<file path="src/rtl/mul_arbiter.sv">
// Round-robin front end for a shared multi-cycle multiplier: two requesters,
// one operation in flight, a timeout-guarded wait and a response held for the consumer.
module mul_arbiter #(
  parameter int WIDTH   = 64,
  parameter int TIMEOUT = 40
) (
  input  logic             clk,
  input  logic             rst,
  input  logic             req0_valid,
  output logic             req0_ready,
  input  logic [WIDTH-1:0] req0_a,
  input  logic [WIDTH-1:0] req0_b,
  input  logic             req1_valid,
  output logic             req1_ready,
  input  logic [WIDTH-1:0] req1_a,
  input  logic [WIDTH-1:0] req1_b,
  output logic             mul_start,
  output logic [WIDTH-1:0] mul_a,
  output logic [WIDTH-1:0] mul_b,
  input  logic             mul_done,
  input  logic [WIDTH-1:0] mul_product,
  output logic             resp_valid,
  input  logic             resp_ready,
  output logic             resp_id,
  output logic [WIDTH-1:0] resp_data,
  output logic             resp_err,
  output logic             busy
);

  // state | meaning
  // IDLE  | waiting for a requester; grant and operand capture happen here
  // ISSUE | start pulse to the multiplier, wait counter cleared
  // WAIT  | operands held, counting cycles until mul_done or timeout
  // RESP  | response held until the consumer takes it

  localparam int CW = $clog2(TIMEOUT + 1);

  typedef enum logic [1:0] {IDLE, ISSUE, WAIT, RESP} state_t;

  state_t           state_q, state_d;
  logic             last_grant_q, last_grant_d;
  logic [CW-1:0]    cnt_q, cnt_d;
  logic [WIDTH-1:0] op_a_q, op_a_d;
  logic [WIDTH-1:0] op_b_q, op_b_d;
  logic             mul_start_q, mul_start_d;
  logic             resp_valid_q, resp_valid_d;
  logic             resp_id_q, resp_id_d;
  logic [WIDTH-1:0] resp_data_q, resp_data_d;
  logic             resp_err_q, resp_err_d;

  logic             any_valid;
  logic             grant_id;
  logic             grant;
  logic             timeout_hit;

  // A lone requester wins outright; only contention consults last_grant.
  always_comb begin
    any_valid   = req0_valid | req1_valid;
    grant_id    = (req0_valid & req1_valid) ? ~last_grant_q : req1_valid;
    grant       = (state_q == IDLE) & any_valid;
    timeout_hit = (cnt_q == CW'(TIMEOUT - 1));
  end

  always_comb begin
    state_d      = state_q;
    last_grant_d = last_grant_q;
    cnt_d        = cnt_q;
    op_a_d       = op_a_q;
    op_b_d       = op_b_q;
    mul_start_d  = 1'b0;
    resp_valid_d = resp_valid_q;
    resp_id_d    = resp_id_q;
    resp_data_d  = resp_data_q;
    resp_err_d   = resp_err_q;

    case (state_q)
      IDLE: begin
        if (any_valid) begin
          state_d      = ISSUE;
          last_grant_d = grant_id;
          resp_id_d    = grant_id;
          op_a_d       = grant_id ? req1_a : req0_a;
          op_b_d       = grant_id ? req1_b : req0_b;
          mul_start_d  = 1'b1;
        end
      end
      ISSUE: begin
        cnt_d   = '0;
        state_d = WAIT;
      end
      WAIT: begin
        cnt_d = cnt_q + CW'(1);
        // A done arriving on the timeout cycle still counts as success.
        if (mul_done) begin
          resp_data_d  = mul_product;
          resp_err_d   = 1'b0;
          resp_valid_d = 1'b1;
          state_d      = RESP;
        end else if (timeout_hit) begin
          resp_data_d  = '0;
          resp_err_d   = 1'b1;
          resp_valid_d = 1'b1;
          state_d      = RESP;
        end
      end
      RESP: begin
        if (resp_ready) begin
          resp_valid_d = 1'b0;
          state_d      = IDLE;
        end
      end
      default: state_d = IDLE;
    endcase
  end

  always_ff @(posedge clk) begin
    if (rst) begin
      state_q      <= IDLE;
      last_grant_q <= 1'b1;
      cnt_q        <= '0;
      op_a_q       <= '0;
      op_b_q       <= '0;
      mul_start_q  <= 1'b0;
      resp_valid_q <= 1'b0;
      resp_id_q    <= 1'b0;
      resp_data_q  <= '0;
      resp_err_q   <= 1'b0;
    end else begin
      state_q      <= state_d;
      last_grant_q <= last_grant_d;
      cnt_q        <= cnt_d;
      op_a_q       <= op_a_d;
      op_b_q       <= op_b_d;
      mul_start_q  <= mul_start_d;
      resp_valid_q <= resp_valid_d;
      resp_id_q    <= resp_id_d;
      resp_data_q  <= resp_data_d;
      resp_err_q   <= resp_err_d;
    end
  end

  // Operands are only presented while the multiplier owns them.
  always_comb begin
    req0_ready = grant & ~grant_id;
    req1_ready = grant & grant_id;
    mul_start  = mul_start_q;
    mul_a      = ((state_q == ISSUE) || (state_q == WAIT)) ? op_a_q : '0;
    mul_b      = ((state_q == ISSUE) || (state_q == WAIT)) ? op_b_q : '0;
    resp_valid = resp_valid_q;
    resp_id    = resp_id_q;
    resp_data  = resp_data_q;
    resp_err   = resp_err_q;
    busy       = (state_q != IDLE);
  end

endmodule

</file>
<file path="config.mk">
export PLATFORM = sky130hd
export DESIGN_NAME = mul_arbiter
export DESIGN_NICKNAME = d
export VERILOG_FILES = /design/src/rtl/mul_arbiter.sv
export SDC_FILE = /design/constraint.sdc
export NUM_CORES = 1
export LEC_CHECK = 0
export ABC_AREA = 0
export BUFFER_PORTS_ARGS = -buffer_cell sky130_fd_sc_hd__buf_4
export CAP_MARGIN = 10
export CORE_AREA = 3 3 205 207
export DETAILED_ROUTE_END_ITERATION = 16
export DIE_AREA = 0 0 208 210
export PLACE_DENSITY = 0.51
export SETUP_SLACK_MARGIN = 0.3
export SLEW_MARGIN = 0
export SYNTH_ARGS = -nofsm -noshare
export SYNTH_HDL_FRONTEND = slang
export SYNTH_SLANG_ARGS = --single-unit
export TNS_END_PERCENT = 10
</file>
<file path="constraint.sdc">
create_clock -name clk -period 4.45 [get_ports clk]
set_input_delay 0.2225 -clock clk [delete_from_list [all_inputs] [get_ports clk]]
set_output_delay 0.2225 -clock clk [all_outputs]
set_load 0.005 [all_outputs]
</file>
==> impl_results.md <==
* Yosys warnings at 0
* DRC viols at 0
* Number of failing setup endpoints in the final timing report at 0
* Met3 Wirelength at 2.99 mm
* Remaining antenna violation count after routing at 0
* Number of antenna violations at the first check in global routing at 1
* Worst Path Class, Setup: reg -> out
* Area of the multi-input gates at 5320 um2
* Category of the worst setup path launch point: flop
* I/O Buffers at 524
* CP required at 4230 ps
* Area taken by flip-flops and latches at 4100 um2
* Clock transition at path regs at 60 ps
* Maximum buffer depth of the clock tree at 3
* Aggregate global-route resource usage at 0.164
* Count of final max-slew check failures at 0
* Uppermost routed layer: met4
* Per-cell via count in the routed design at 4.78
* Crit share post-route at 0.592
* Root buffer cell: sky130_fd_sc_hd__clkbuf_16
* Wire length of the first global-routing pass at 58.6 mm
* Routability-driven placement congestion ratio at 0.764
* Top FF cell, synth: sky130_fd_sc_hd__dfxtp_1
* Worst-margin pin slew at 1010 ps
* Sink Count at 205
* Net count reported at finish at 1929
* Post-route core utilization at 0.388
* Die outline area at 43700 um2
* Syn Inst Count at 1098
* Final period demand of the worst path at 2640 ps
* Half-perimeter wire length of the detailed placement result at 26.4 mm
* Sequential area share after synthesis at 0.406
* Total inserted antenna cells at 0
* Async set-reset flop share out of synthesis at 0
* Worst slew margin relative to its limit at 0.326
* Proportion of layout cells with a drive suffix above 1 at 0.443
* Clock tree from TritonCTS: done
* Vias in the first global route at 10.1k
* Data arrival, critical path at 2410 ps
* Congestion Overflow GR at 0
* Number of post-CTS setup repair buffers at 0
* Largest voltage drop on the vdd net at 0.652 mV
* Core area at 40600 um2
* Leading cell types in the layout, fill and taps excluded: 532 x sky130_fd_sc_hd__buf_4, 205 x sky130_fd_sc_hd__dfxtp_1, 129 x sky130_fd_sc_hd__and2_1
* Final worst-path setup slack at 1810 ps
* Later-pin clock latency in the skew report at 530 ps
* Highest achievable clock rate at 379 MHz
* Count of different cell masters after synthesis at 37
* Leakage power total at 6.64 nW
* Max Clock Skew at 11.3 ps
* Kind of end point of the critical path: output pin
* Post-synthesis sequential element count at 205
* Post-Syn Area per Cell at 9.20 um2
* Final count of hold timing violations at 0
* Post-Place Worst Slack at 2020 ps
* Max FO, Critical Path at 55
* Number of enable flip-flop cells after synthesis at 0
* Site row count at 74
* Setup repair after global routing missed its margin: false
* Total power divided by cell area at 515 nW/um2
* Total detailed-routing wirelength at 38.7 mm
* Most frequent standard cell in the layout excluding fill and tap cells: sky130_fd_sc_hd__buf_4
* Netlist area before placement at 10100 um2
* Number of top-level design ports at 525
* Max cap viols at 0
* Die height at 210 um
* Count of filler cells inserted in the layout at 4053
* Wire length the detailed router placed on met1 at 16.0 mm
* Drt first-iter violations at 577
* Nets in the synthesized netlist at 1429
* Sum of negative setup slack at 0 ps
* Number of iterations in the first detailed-routing pass at 6
* Area overhead of the layout relative to synthesis at 56.0%
* Result of the run: finished clean
* Level count of the clock H-tree at 1
* Clock buffer count from CTS at 26
* Pin count of the biggest net entering global routing at 132
* Post-detailed-route wirelength per cell at 18.0 um
* Class of the worst hold path: in -> reg
* Horizontal die dimension at 208 um
* Count of vias placed by the detailed router at 10.3k
* Effective utilization at floorplan at 0.249
* Routed length on met2 at 18.4 mm
[metrics by stage]
step / cells / power, mW / cell area, um2 / hold slack (ps)
detailed placement: 2038 / 5.97 / 14200 / 457
CTS: 2149 / 8.27 / 15800 / 0.800
global route: 2149 / 8.67 / 15800 / 16.3
finish: 2149 / 8.11 / 15800 / 35.5
floorplan: 1098 / 4.60 / 10100 / 359
global placement: 2038 / 5.95 / 14200 / 454
[sequential cells by signal, indices dropped and copies added (netlist names)]
signal and count:
state_q 2, last_grant_q 1, op_b_q 64, op_a_q 64
resp_valid 1, cnt_q 6, resp_data 64, resp_id 1
resp_err 1, mul_start 1
[synthesized netlist by cell type (2+ instances only)]
master,instances,share of area
sky130_fd_sc_hd__xor2_1,4,0.0035
sky130_fd_sc_hd__a21oi_1,69,0.034
sky130_fd_sc_hd__a22oi_2,73,0.090
sky130_fd_sc_hd__inv_1,7,0.0026
sky130_fd_sc_hd__nand2b_1,4,0.0025
sky130_fd_sc_hd__nor2_1,77,0.029
sky130_fd_sc_hd__buf_4,9,0.0067
sky130_fd_sc_hd__dfxtp_1,205,0.41
sky130_fd_sc_hd__nor2_2,58,0.036
sky130_fd_sc_hd__buf_2,41,0.020
sky130_fd_sc_hd__a32o_1,127,0.13
sky130_fd_sc_hd__buf_6,14,0.016
sky130_fd_sc_hd__nand4_1,2,0.0012
sky130_fd_sc_hd__nand2_1,67,0.025
sky130_fd_sc_hd__a22oi_1,55,0.041
sky130_fd_sc_hd__and2_1,130,0.081
sky130_fd_sc_hd__ha_1,5,0.0062
sky130_fd_sc_hd__and3_1,2,0.0012
sky130_fd_sc_hd__clkbuf_1,65,0.024
sky130_fd_sc_hd__nand3_1,67,0.033
[timing repair]
item,CTS,global route
hold buffers,64,0
endpoints found under the setup margin,0,0
hold endpoints to repair,64,0
gates resized for setup,0,0
[layout make-up]
class / count / share of cell area
repair buffers: 602 / 0.301
flip-flops and latches: 205 / 0.261
inverters: 7 / 0.00167
well taps: 532 / 0.0423
clock inverters: 8 / 0.00755
clock buffers: 39 / 0.0489
multi-input cells: 756 / 0.338
[layer usage]
layer | up-vias | track usage
met5 | - | 0
met4 | 0 | 0.0574
met3 | 72 | 0.0451
met2 | 391 | 0.279
met1 | 4813 | 0.201
li1 | 4998 | -
[power breakdown]
| part | internal, mW | total (mW) | switching [mW] |
|---|---|---|---|
| logic | 1.50 | 3.51 | 2.01 |
| registers | 2.20 | 2.40 | 0.200 |
| clock network | 1.36 | 2.20 | 0.833 |
[path summary, 6_finish.rpt]
check / startpoint / end / slack (ps) / cells after the start
worst max-delay path: state_q[1] / mul_a[6] / 1810 / 5
worst min register to register: resp_data[0] / resp_data[0] / 460 / 2
worst min-delay path: req1_a[32] / op_a_q[32] / 40 / 4
worst max register to register: state_q[0] / resp_data[63] / 1980 / 6
[critical path: stages, from the launching register on]
cell and delay [ps]:
sky130_fd_sc_hd__dfxtp_1 380, sky130_fd_sc_hd__inv_1 100, sky130_fd_sc_hd__ha_4 530, sky130_fd_sc_hd__buf_4 500, sky130_fd_sc_hd__and2_1 220, sky130_fd_sc_hd__buf_4 120
[logic make-up after synthesis]
group,count (synthesis),synth area share
simple gates,411,0.212
fa+ha+maj,5,0.00619
flops,205,0.406
compound gates,335,0.301
buf+inv,137,0.0697
xor+xnor,4,0.00347
mux,1,0.000991
No activity file was read; power rests on OpenSTA's default activity.
